$ cat config.mk
export PLATFORM = sky130hd
export DESIGN_NAME = cpr_loader
export DESIGN_NICKNAME = d
export VERILOG_FILES = /design/src/rtl/cpr_loader.sv
export SDC_FILE = /design/constraint.sdc
export NUM_CORES = 1
export LEC_CHECK = 0
export ABC_CLOCK_PERIOD_IN_PS = 4000
export CORE_MARGIN = 1
export CORE_UTILIZATION = 54
export DETAILED_ROUTE_END_ITERATION = 8
export PLACE_DENSITY_LB_ADDON = 0.08
export RECOVER_POWER = 50
export REMOVE_ABC_BUFFERS = 1
export SLEW_MARGIN = 5
export SYNTH_ARGS = -nofsm -noshare
export SYNTH_HDL_FRONTEND = slang
export SYNTH_SLANG_ARGS = --single-unit
export TNS_END_PERCENT = 30
$ cat constraint.sdc
create_clock -name clk_sys -period 4 [get_ports clk_sys]
set_clock_uncertainty 0.2 [all_clocks]
set_input_delay 0.6 -clock clk_sys [delete_from_list [all_inputs] [get_ports clk_sys]]
set_output_delay 0.6 -clock clk_sys [all_outputs]
set_load 0.02 [all_outputs]
$ cat src/rtl/cpr_loader.sv
`default_nettype none
// ============================================================================
// Module      : cpr_loader
// Description : Streams an Amstrad CPR cartridge image (RIFF "AMS!" container)
//               from the ioctl download port into banked cartridge ROM.
//               The RIFF header is checked, each chunk id/length is parsed, and
//               "cbNN" chunk payloads are written to {bank, offset}. Other
//               chunks and pad bytes are consumed without writes.
// Ports       : clk_sys, reset           - clock, synchronous active-high reset
//               ioctl_download/wr/index/dout - byte source (in)
//               ioctl_wait                - stall to byte source (= mem_wr)
//               mem_addr/mem_din/mem_wr   - ROM write request, held until ack
//               mem_ack                   - write-complete pulse (in)
//               busy/done/error           - parse status
//               bank_count                - highest written bank + 1
// Revision    : 1.0 - initial release
// ============================================================================
module cpr_loader #(
    parameter int         BANK_BITS = 5,
    parameter logic [7:0] CPR_INDEX = 8'd5
) (
    input  logic                   clk_sys,
    input  logic                   reset,
    input  logic                   ioctl_download,
    input  logic                   ioctl_wr,
    input  logic [7:0]             ioctl_index,
    input  logic [7:0]             ioctl_dout,
    output logic                   ioctl_wait,
    output logic [BANK_BITS+13:0]  mem_addr,
    output logic [7:0]             mem_din,
    output logic                   mem_wr,
    input  logic                   mem_ack,
    output logic                   busy,
    output logic                   done,
    output logic                   error,
    output logic [BANK_BITS:0]     bank_count
);

    localparam logic [3:0] c_st_idle = 4'd0;
    localparam logic [3:0] c_st_hdr  = 4'd1;
    localparam logic [3:0] c_st_id   = 4'd2;
    localparam logic [3:0] c_st_len  = 4'd3;
    localparam logic [3:0] c_st_data = 4'd4;
    localparam logic [3:0] c_st_skip = 4'd5;
    localparam logic [3:0] c_st_pad  = 4'd6;
    localparam logic [3:0] c_st_done = 4'd7;
    localparam logic [3:0] c_st_err  = 4'd8;

    localparam logic [BANK_BITS:0] c_one = {{BANK_BITS{1'b0}}, 1'b1};

    logic [3:0]            r_state;
    logic                  r_dl_q;
    logic                  r_fall_pend;
    logic [3:0]            r_cnt;
    logic [31:0]           r_id;
    logic [31:0]           r_len;
    logic [31:0]           r_pos;
    logic [BANK_BITS-1:0]  r_bank;
    logic                  r_mem_wr;
    logic [BANK_BITS+13:0] r_mem_addr;
    logic [7:0]            r_mem_din;
    logic [BANK_BITS:0]    r_bank_count;

    logic                  w_dl;
    logic                  w_rise;
    logic                  w_fall;
    logic                  w_acc;
    logic [3:0]            w_state;
    logic [3:0]            w_cnt;
    logic [7:0]            w_hdr_exp;
    logic                  w_hdr_care;
    logic [31:0]           w_len_next;
    logic [31:0]           w_pos_inc;
    logic                  w_last;
    logic                  w_id_ok;
    logic [6:0]            w_bank_num;
    logic [31:0]           w_bank_ext;
    logic                  w_bank_fits;
    logic [BANK_BITS:0]    w_bank_plus1;

    // Only downloads of our own index are visible to the parser at all.
    assign w_dl   = ioctl_download && (ioctl_index == CPR_INDEX);
    assign w_rise = w_dl && !r_dl_q;
    assign w_fall = !w_dl && r_dl_q;
    assign w_acc  = w_dl && ioctl_wr && !r_mem_wr;

    // A byte arriving on the very cycle the download starts is byte 0 of the
    // header, so the parser looks through the start-of-download reset.
    assign w_state = w_rise ? c_st_hdr : r_state;
    assign w_cnt   = w_rise ? 4'd0 : r_cnt;

    always_comb begin
        w_hdr_exp = 8'h00;
        case (w_cnt)
            4'd0:    w_hdr_exp = 8'h52; // R
            4'd1:    w_hdr_exp = 8'h49; // I
            4'd2:    w_hdr_exp = 8'h46; // F
            4'd3:    w_hdr_exp = 8'h46; // F
            4'd8:    w_hdr_exp = 8'h41; // A
            4'd9:    w_hdr_exp = 8'h4D; // M
            4'd10:   w_hdr_exp = 8'h53; // S
            4'd11:   w_hdr_exp = 8'h21; // !
            default: w_hdr_exp = 8'h00;
        endcase
    end

    // Bytes 4-7 carry the RIFF size, which the parser does not need.
    assign w_hdr_care = (w_cnt < 4'd4) || (w_cnt >= 4'd8);

    // Length arrives LSB first; shifting in from the top leaves it aligned.
    assign w_len_next = {ioctl_dout, r_len[31:8]};
    assign w_pos_inc  = r_pos + 32'd1;
    assign w_last     = (w_pos_inc == r_len);

    // r_id holds the id with its first character in the top byte. The low
    // nibble of an ASCII digit is its value, so no subtraction is needed.
    assign w_id_ok = (r_id[31:24] == 8'h63) && (r_id[23:16] == 8'h62) &&
                     (r_id[15:8] >= 8'h30) && (r_id[15:8] <= 8'h39) &&
                     (r_id[7:0]  >= 8'h30) && (r_id[7:0]  <= 8'h39);
    assign w_bank_num   = ({3'b000, r_id[11:8]} << 3) + ({3'b000, r_id[11:8]} << 1)
                        + {3'b000, r_id[3:0]};
    assign w_bank_ext   = {25'd0, w_bank_num};
    assign w_bank_fits  = w_bank_ext < (32'd1 << BANK_BITS);
    assign w_bank_plus1 = {1'b0, r_bank} + c_one;

    always_ff @(posedge clk_sys) begin
        if (reset) begin
            r_state      <= c_st_idle;
            r_dl_q       <= 1'b0;
            r_fall_pend  <= 1'b0;
            r_cnt        <= 4'd0;
            r_id         <= 32'd0;
            r_len        <= 32'd0;
            r_pos        <= 32'd0;
            r_bank       <= '0;
            r_mem_wr     <= 1'b0;
            r_mem_addr   <= '0;
            r_mem_din    <= 8'd0;
            r_bank_count <= '0;
        end else begin
            r_dl_q <= w_dl;

            if (r_mem_wr && mem_ack) begin
                r_mem_wr <= 1'b0;
            end

            if (w_rise) begin
                r_state      <= c_st_hdr;
                r_cnt        <= 4'd0;
                r_bank_count <= '0;
                r_fall_pend  <= 1'b0;
            end

            if (w_acc) begin
                case (w_state)
                    c_st_hdr: begin
                        if (w_hdr_care && (ioctl_dout != w_hdr_exp)) begin
                            r_state <= c_st_err;
                        end else if (w_cnt == 4'd11) begin
                            r_state <= c_st_id;
                            r_cnt   <= 4'd0;
                        end else begin
                            r_cnt <= w_cnt + 4'd1;
                        end
                    end
                    c_st_id: begin
                        r_id <= {r_id[23:0], ioctl_dout};
                        if (w_cnt == 4'd3) begin
                            r_state <= c_st_len;
                            r_cnt   <= 4'd0;
                        end else begin
                            r_cnt <= w_cnt + 4'd1;
                        end
                    end
                    c_st_len: begin
                        r_len <= w_len_next;
                        if (w_cnt == 4'd3) begin
                            r_cnt <= 4'd0;
                            r_pos <= 32'd0;
                            if (w_len_next == 32'd0) begin
                                r_state <= c_st_id;
                            end else if (!(w_id_ok && w_bank_fits)) begin
                                r_state <= c_st_skip;
                            end else begin
                                r_state <= c_st_data;
                                r_bank  <= w_bank_ext[BANK_BITS-1:0];
                            end
                        end else begin
                            r_cnt <= w_cnt + 4'd1;
                        end
                    end
                    c_st_data, c_st_skip: begin
                        // Payload past one bank is drained but never written.
                        if ((w_state == c_st_data) && (r_pos[31:14] == 18'd0)) begin
                            r_mem_wr   <= 1'b1;
                            r_mem_addr <= {r_bank, r_pos[13:0]};
                            r_mem_din  <= ioctl_dout;
                            if (w_bank_plus1 > r_bank_count) begin
                                r_bank_count <= w_bank_plus1;
                            end
                        end
                        r_pos <= w_pos_inc;
                        if (w_last) begin
                            r_state <= r_len[0] ? c_st_pad : c_st_id;
                            r_cnt   <= 4'd0;
                        end
                    end
                    c_st_pad: begin
                        r_state <= c_st_id;
                        r_cnt   <= 4'd0;
                    end
                    default: begin
                        // Idle, done and error states discard bytes.
                    end
                endcase
            end else if (!w_rise && (w_fall || r_fall_pend)) begin
                // End of download: let an outstanding write finish first so a
                // clean end is only reported once every byte is in ROM.
                if (r_mem_wr && !mem_ack) begin
                    r_fall_pend <= 1'b1;
                end else begin
                    r_fall_pend <= 1'b0;
                    case (r_state)
                        c_st_id:   r_state <= (r_cnt == 4'd0) ? c_st_done : c_st_err;
                        c_st_hdr,
                        c_st_len,
                        c_st_data,
                        c_st_skip,
                        c_st_pad:  r_state <= c_st_err;
                        default:   r_state <= r_state;
                    endcase
                end
            end
        end
    end

    assign ioctl_wait = r_mem_wr;
    assign mem_wr     = r_mem_wr;
    assign mem_addr   = r_mem_addr;
    assign mem_din    = r_mem_din;
    assign bank_count = r_bank_count;
    assign busy       = (r_state == c_st_hdr)  || (r_state == c_st_id)   ||
                        (r_state == c_st_len)  || (r_state == c_st_data) ||
                        (r_state == c_st_skip) || (r_state == c_st_pad);
    assign done       = (r_state == c_st_done);
    assign error      = (r_state == c_st_err);

endmodule
`default_nettype wire

==> results.cfg, run 1 <==
[run_status]
outcome = finished clean

[worst_setup_path]
crit_path_cell_chain = clkdlybuf4s50_1 > nor4b_2 > buf_4 > nand4b_1 > and3_4 > ha_1 > and3b_1 > a311oi_1 > o311ai_1 > o221ai_1 > a41oi_4 > nor3_2 > a21oi_1 > or4_1 > o31ai_1
cp_slowest_cell = sky130_fd_sc_hd__or4_1
worst_ep_arrival_ps = 3860
setup.reg_to_reg.worst_slack_ps = 310
worst_setup_path_end_kind = register
crit_required_ps = 4150
critical_path.reg2reg.startpoint = r_pos[1]
critical-path-max-stage-delay_ps = 420
worst-path-max-fanout = 5
critical_path_class = in -> reg
r2r.worst_path.cells = 10
critical_path.reg2reg.endpoint = r_cnt[2]
critPathLaunchType = input pin
cp.buffers_inverters = 2
critPathTopFamily = simple AND/OR/NAND/NOR gates

[die]
design.die.area_um2 = 15300
initial_utilization = 0.552
die-height_um = 124
placement_rows = 44
io_pins = 59
core_um2 = 14500
chipWidth_um = 124

[worst_hold_path]
hold_path_class = reg -> reg
min_from = mem_addr[4]
min_to = mem_addr[4]
hold_depth = 2

[placement]
routabilityCongestion = 0.903
post-dp-hpwl_um = 14500
post-place-ws_ps = -369
io_buffer_count = 58
placed_cell_area_um2 = 8770

[final_layout]
antennaDiodeCount = 0
final_design_area_excluding_fillers_um2 = 9390
layout_area_growth_over_synthesis_pct = 17.5
drive_above_1_share = 0.0834
sequential_cell_area_um2 = 2900
multi_input_area_um2 = 4770
finalNetCount = 1142
fill_cells = 1265

[global_route]
grt_max_degree = 116
grt.overflow.total = 0
first_global_vias = 6973
number_of_antenna_violations_at_the_first_check_in_global_routing = 0
global_route.usage.total = 0.290
grt_first_pass_wirelength_um = 34500

[pwr]
intPower_mw = 2.40
power_switching_share = 0.240
combinationalPowerShare = 0.033
vdd_ir_drop_max_mv = 0.346
p_per_area_nw_per_um2 = 336
sequentialPowerShare = 0.459
leakage_power_figure_nw = 3.35
p_clk_frac = 0.508
p_switching_mw = 0.756

[yosys]
synth.cell_area_um2 = 7990
synth_seq_cells = 145
postSynth.topFlopCell = sky130_fd_sc_hd__dfxtp_1
yosys_warn_count = 0
fraction_of_synthesis_flops_using_an_asynchronous_set_or_reset_pin = 0
synth_cell_type_count = 76
syn_avg_cell_area_um2 = 7.51
number_of_flops_mapped_to_enable_cells_by_yosys = 0
syn-instance-count = 1065
yosysSeqAreaShare = 0.363

[route]
via_count = 7655
route.detailed.vias_per_inst = 5.89
dr.pass1.iters = 6
drt_wl_total_um = 21100
wl_per_cell_um = 16.3
detail_route.iter0.violations = 627
drt.antenna.violating_nets = 0
post-route-drc-count = 0

[sta]
tightestPinTransition_ps = 1150
finalWorstSetupSlack_ps = 291
setup_viol = 0
highest_clock_frequency_the_design_can_meet_mhz = 270
finalCritPeriodShare = 0.927
report.final.hold_viol_count = 0
grt_setup_unrepaired = no
timing.slew.headroom = 0.234
period_minus_slack_ps = 3710
finalMaxSlewViolations = 0
hold_ws_ps = 246

[cts]
clockBufferDepth = 2
clk_latency_ps = 440
clk_transition_reported_paths_ps = 60
clock-sinks = 145
tritoncts = done
cts_made_buffers = 17
cts.htree.levels = 4
clk_root_buffer_cell = sky130_fd_sc_hd__clkbuf_16
cts_hold_repair.buffers = 0

[job]
drv_cap = 0
power by group through the flow:
stage / Clock (mW) / Sequential (mW) / Combinational (mW)
CTS: 1.63 / 1.45 / 0.101
finish: 1.60 / 1.45 / 0.104
global placement: 0 / 1.48 / 0.101
global route: 1.69 / 1.45 / 0.114
floorplan: 0 / 1.48 / 0.0296
detailed placement: 0 / 1.48 / 0.101
synth_stat cells (all sizes together) (4+ instances only):
library cell | instances | area, um2
nand2 | 228 | 856
dfxtp | 145 | 2900
a21oi | 142 | 722
nor2 | 73 | 274
clkbuf | 65 | 245
o21ai | 41 | 205
xnor2 | 36 | 315
nand3 | 31 | 155
nor3 | 22 | 131
inv | 20 | 75.1
nor4 | 20 | 146
ha | 17 | 213
or3 | 17 | 108
nand2b | 15 | 93.8
nand3b | 15 | 113
mux2i | 14 | 140
nand4 | 13 | 96.3
and2 | 12 | 76.3
xor2 | 12 | 105
and3 | 10 | 62.6
buf | 9 | 53.8
or4 | 8 | 67.6
nor2b | 7 | 43.8
o31ai | 7 | 52.6
a211oi | 6 | 45.0
nor3b | 6 | 45.0
a211o | 5 | 43.8
o22ai | 5 | 31.3
a31oi | 4 | 25.0
and4 | 4 | 37.5
nand4b | 4 | 35.0
nor4b | 4 | 35.0
o21a | 4 | 30.0
or2 | 4 | 25.0
what timing repair did:
| item | in CTS | in global routing |
|---|---|---|
| gates resized for setup | 0 | 9 |
| buffers inserted | 0 | 1 |
| endpoints found under the setup margin | 0 | 6 |
worst max-delay path by stage:
stage	startpoint	endpoint	cells past startpoint
2_1_floorplan	ioctl_index[5]	bank_count[0]	8
3_3_place_gp	ioctl_index[5]	r_cnt[2]	15
3_5_place_dp	ioctl_index[5]	r_cnt[2]	15
4_1_cts	ioctl_index[5]	r_cnt[2]	15
5_1_grt	ioctl_index[7]	r_cnt[2]	15
6_report	ioctl_index[7]	r_cnt[2]	15
metal layers:
metal / global-route usage / wire, um
met1: 0.368 / 9570
met2: 0.486 / 10000
met3: 0.0563 / 1040
met4: 0.108 / 498
met5: 0 / 0
metrics by stage:
stage          std cells  utilization  power [mW]  TNS [ps]
3_3_place_gp        1266        0.606        1.58     -1130
6_report            1299        0.649        3.15         0
3_5_place_dp        1266        0.606        1.58     -1400
2_1_floorplan        991            -        1.51      -156
5_1_grt             1299        0.649        3.25         0
4_1_cts             1298        0.646        3.17         0
cells by family (layout without fill, tap and decap cells):
| logic type | count (synthesis) | after routing | share of synthesized area |
|---|---|---|---|
| mux | 15 | 15 | 0.0194 |
| xor+xnor | 48 | 48 | 0.0526 |
| buf+inv | 94 | 144 | 0.0468 |
| fa+ha+maj | 19 | 19 | 0.0316 |
| compound gates | 244 | 244 | 0.178 |
| simple gates | 500 | 500 | 0.308 |
| flops | 145 | 145 | 0.363 |
cell usage in the layout (no fill, tap or decap), drive strengths merged, types with 12 or more instances in the layout:
master         synthesis  routed
nor2                  73      73
nand3                 31      31
clkdlybuf4s50          0      18
nand4                 13      13
or3                   17      17
nand2b                15      15
inv                   20      29
dfxtp                145     145
mux2i                 14      14
xnor2                 36      36
nand3b                15      15
o21ai                 41      41
and2                  12      12
a21oi                142     142
clkbuf                65      26
nand2                228     228
xor2                  12      12
buf                    9      28
ha                    17      17
nor4                  20      20
nor3                  22      22
dlygate4sd3            0      39
worst min-delay path: cells and delay by family (launching register included):
family / cells / cell delay [ps]
flip-flops: 1 / 300
AND/OR/NAND/NOR: 1 / 50
AO/OA/AOI/OAI: 1 / 50
state kept, by name, summed over array words and instances, names as in the netlist:
signal	flops
r_bank	5
bank_count	6
r_len	32
r_cnt	4
mem_addr	19
r_state	4
r_fall_pend	1
ioctl_wait	1
r_id	32
mem_din	8
r_pos	32
r_dl_q	1
cell type report:
| class | count | area share |
|---|---|---|
| clock buffers | 19 | 0.0482 |
| repair buffers | 92 | 0.0879 |
| clock inverters | 13 | 0.0145 |
| well taps | 184 | 0.0245 |
| multi-input cells | 826 | 0.508 |
| inverters | 20 | 0.00799 |
| flip-flops and latches | 145 | 0.309 |
Power figures use the tool's default switching activity.
==> run 2, diff against run 1 <==
--- a/config.mk
+++ b/config.mk
@@ -7,8 +7,9 @@
 export LEC_CHECK = 0
 export ABC_CLOCK_PERIOD_IN_PS = 4000
 export CORE_MARGIN = 1
-export CORE_UTILIZATION = 54
+export CORE_UTILIZATION = 58
 export DETAILED_ROUTE_END_ITERATION = 8
+export DONT_BUFFER_PORTS = 1
 export PLACE_DENSITY_LB_ADDON = 0.08
 export RECOVER_POWER = 50
 export REMOVE_ABC_BUFFERS = 1
==> results.cfg, run 2 (same netlist as run 1, synthesis figures left out) <==
[cts]
clockBufferDepth = 2
post_cts_resize_count = 0
clk_latency_ps = 430
cts_made_buffers = 17
clk_transition_reported_paths_ps = 70
cts.htree.levels = 4
cts_hold_repair.buffers = 0
clk_root_buffer_cell = sky130_fd_sc_hd__clkbuf_16
tritoncts = done
clock-sinks = 145
post-cts-setup-buffers = 0

[final_layout]
finalNetCount = 1069
finalNonFillerCells = 1218
final_common_cell = sky130_fd_sc_hd__nand2_1
most-common-layout-cells = sky130_fd_sc_hd__nand2_1 (228), sky130_fd_sc_hd__dfxtp_1 (145), sky130_fd_sc_hd__a21oi_1 (141), sky130_fd_sc_hd__nor2_1 (71), sky130_fd_sc_hd__o21ai_0 (40)
drive_above_1_share = 0.0681
final_design_area_excluding_fillers_um2 = 8690
antennaDiodeCount = 0
layout_area_growth_over_synthesis_pct = 8.66
reg_top3 = r_id: 32 flops, r_len: 32 flops, r_pos: 32 flops

[route]
wl_per_cell_um = 16.9
via_count = 7296
post-route-drc-count = 0
met2_wirelength_um = 9790
wl_met1_um = 9350
route.detailed.vias_per_inst = 5.99
detail_route.iter0.violations = 724
drt_wl_total_um = 20600
detailroute.wirelength.met3_um = 1230
dr.pass1.iters = 5
highest_layer = met4
drt.antenna.violating_nets = 0

[die]
chipWidth_um = 119
core_um2 = 13300
placement_rows = 42
design.die.area_um2 = 14300
io_pins = 59
initial_utilization = 0.599
die-height_um = 119

[placement]
numPlacedInstances = 1186
post-dp-hpwl_um = 13800
io_buffer_count = 0
routabilityCongestion = 0.932
placed_cell_area_um2 = 8060

[pwr]
leakage_power_figure_nw = 2.92
p_per_area_nw_per_um2 = 369
vdd_ir_drop_max_mv = 0.326
finalPower_mw = 3.20

[worst_setup_path]
crit_required_ps = 4150
critical-path-max-stage-delay_ps = 440
critical_path_class = in -> reg
critPathLaunchType = input pin
cp_slowest_cell = sky130_fd_sc_hd__nor4b_1
crit_top_cell = sky130_fd_sc_hd__o31ai_1
worst-path-max-fanout = 5
crit_path_cell_chain = nor4b_1 > nand4b_1 > and3_1 > ha_1 > and3b_1 > a311oi_1 > o311ai_0 > o31ai_1 > a41oi_1 > nor3_1 > a21oi_1 > or4_1 > o31ai_1
worst_setup_path_end_kind = register
worst_ep_arrival_ps = 3840

[sta]
tightestPinTransition_ps = 1380
setup_viol = 0
setup-tns-final_ps = 0
period_minus_slack_ps = 3690
report.final.hold_viol_count = 0
highest_clock_frequency_the_design_can_meet_mhz = 271
grt_setup_unrepaired = no
finalMaxSlewViolations = 0
hold_ws_ps = 32.3
finalCritPeriodShare = 0.923
timing.slew.headroom = 0.0802

[global_route]
global_route.usage.total = 0.301
grt_max_degree = 152
grt_first_pass_wirelength_um = 34200
grt.overflow.total = 0
number_of_antenna_violations_at_the_first_check_in_global_routing = 0
first_global_vias = 6747

[job]
drv_cap = 0

[worst_hold_path]
hold_path_class = in -> reg

[run_status]
outcome = finished clean
==> run 2: worst max-delay path: cells and delay by family <==
family / cells / cell delay (ps)
AND/OR/NAND/NOR: 6 / 1780
AO/OA/AOI/OAI: 6 / 1250
adder cells (fa/ha/maj): 1 / 200
==> run 2: final cells by class <==
| class | instances | area [um2] |
|---|---|---|
| multi-input cells | 826 | 4720 |
| repair buffers | 19 | 128 |
| fillers | 1207 | 4660 |
| inverters | 20 | 75.1 |
| flip-flops and latches | 145 | 2900 |
| clock buffers | 20 | 457 |
| well taps | 176 | 220 |
| clock inverters | 12 | 181 |
==> run 2: layer usage <==
metal | vias to the layer above | global-route usage
li1 | 3645 | -
met1 | 3423 | 0.392
met2 | 199 | 0.487
met3 | 29 | 0.0738
met4 | 0 | 0.0938
met5 | - | 0
==> run 2: per-stage QoR <==
step | util | worst slack [ps]
floorplan | - | -156
global placement | 0.604 | 90.9
detailed placement | 0.604 | -55.7
CTS | 0.652 | 356
global route | 0.651 | 57.9
finish | 0.651 | 306
==> run 2: report_power, final <==
part | internal, mW | switching (mW) | leakage [nW] | total (mW)
registers | 1.44 | 0.00239 | 1.17 | 1.45
logic | 0.0168 | 0.0241 | 1.46 | 0.0409
clock network | 1.08 | 0.634 | 0.299 | 1.71
total | 2.54 | 0.661 | 2.92 | 3.20
==> run 2: worst paths after layout <==
check	cells after the start	to	from	slack, ps
min	1	r_id[25]	reset	30
max	13	r_cnt[2]	ioctl_index[5]	310
min reg2reg	2	r_id[25]	r_id[25]	250
max reg2reg	10	r_cnt[1]	r_pos[1]	340
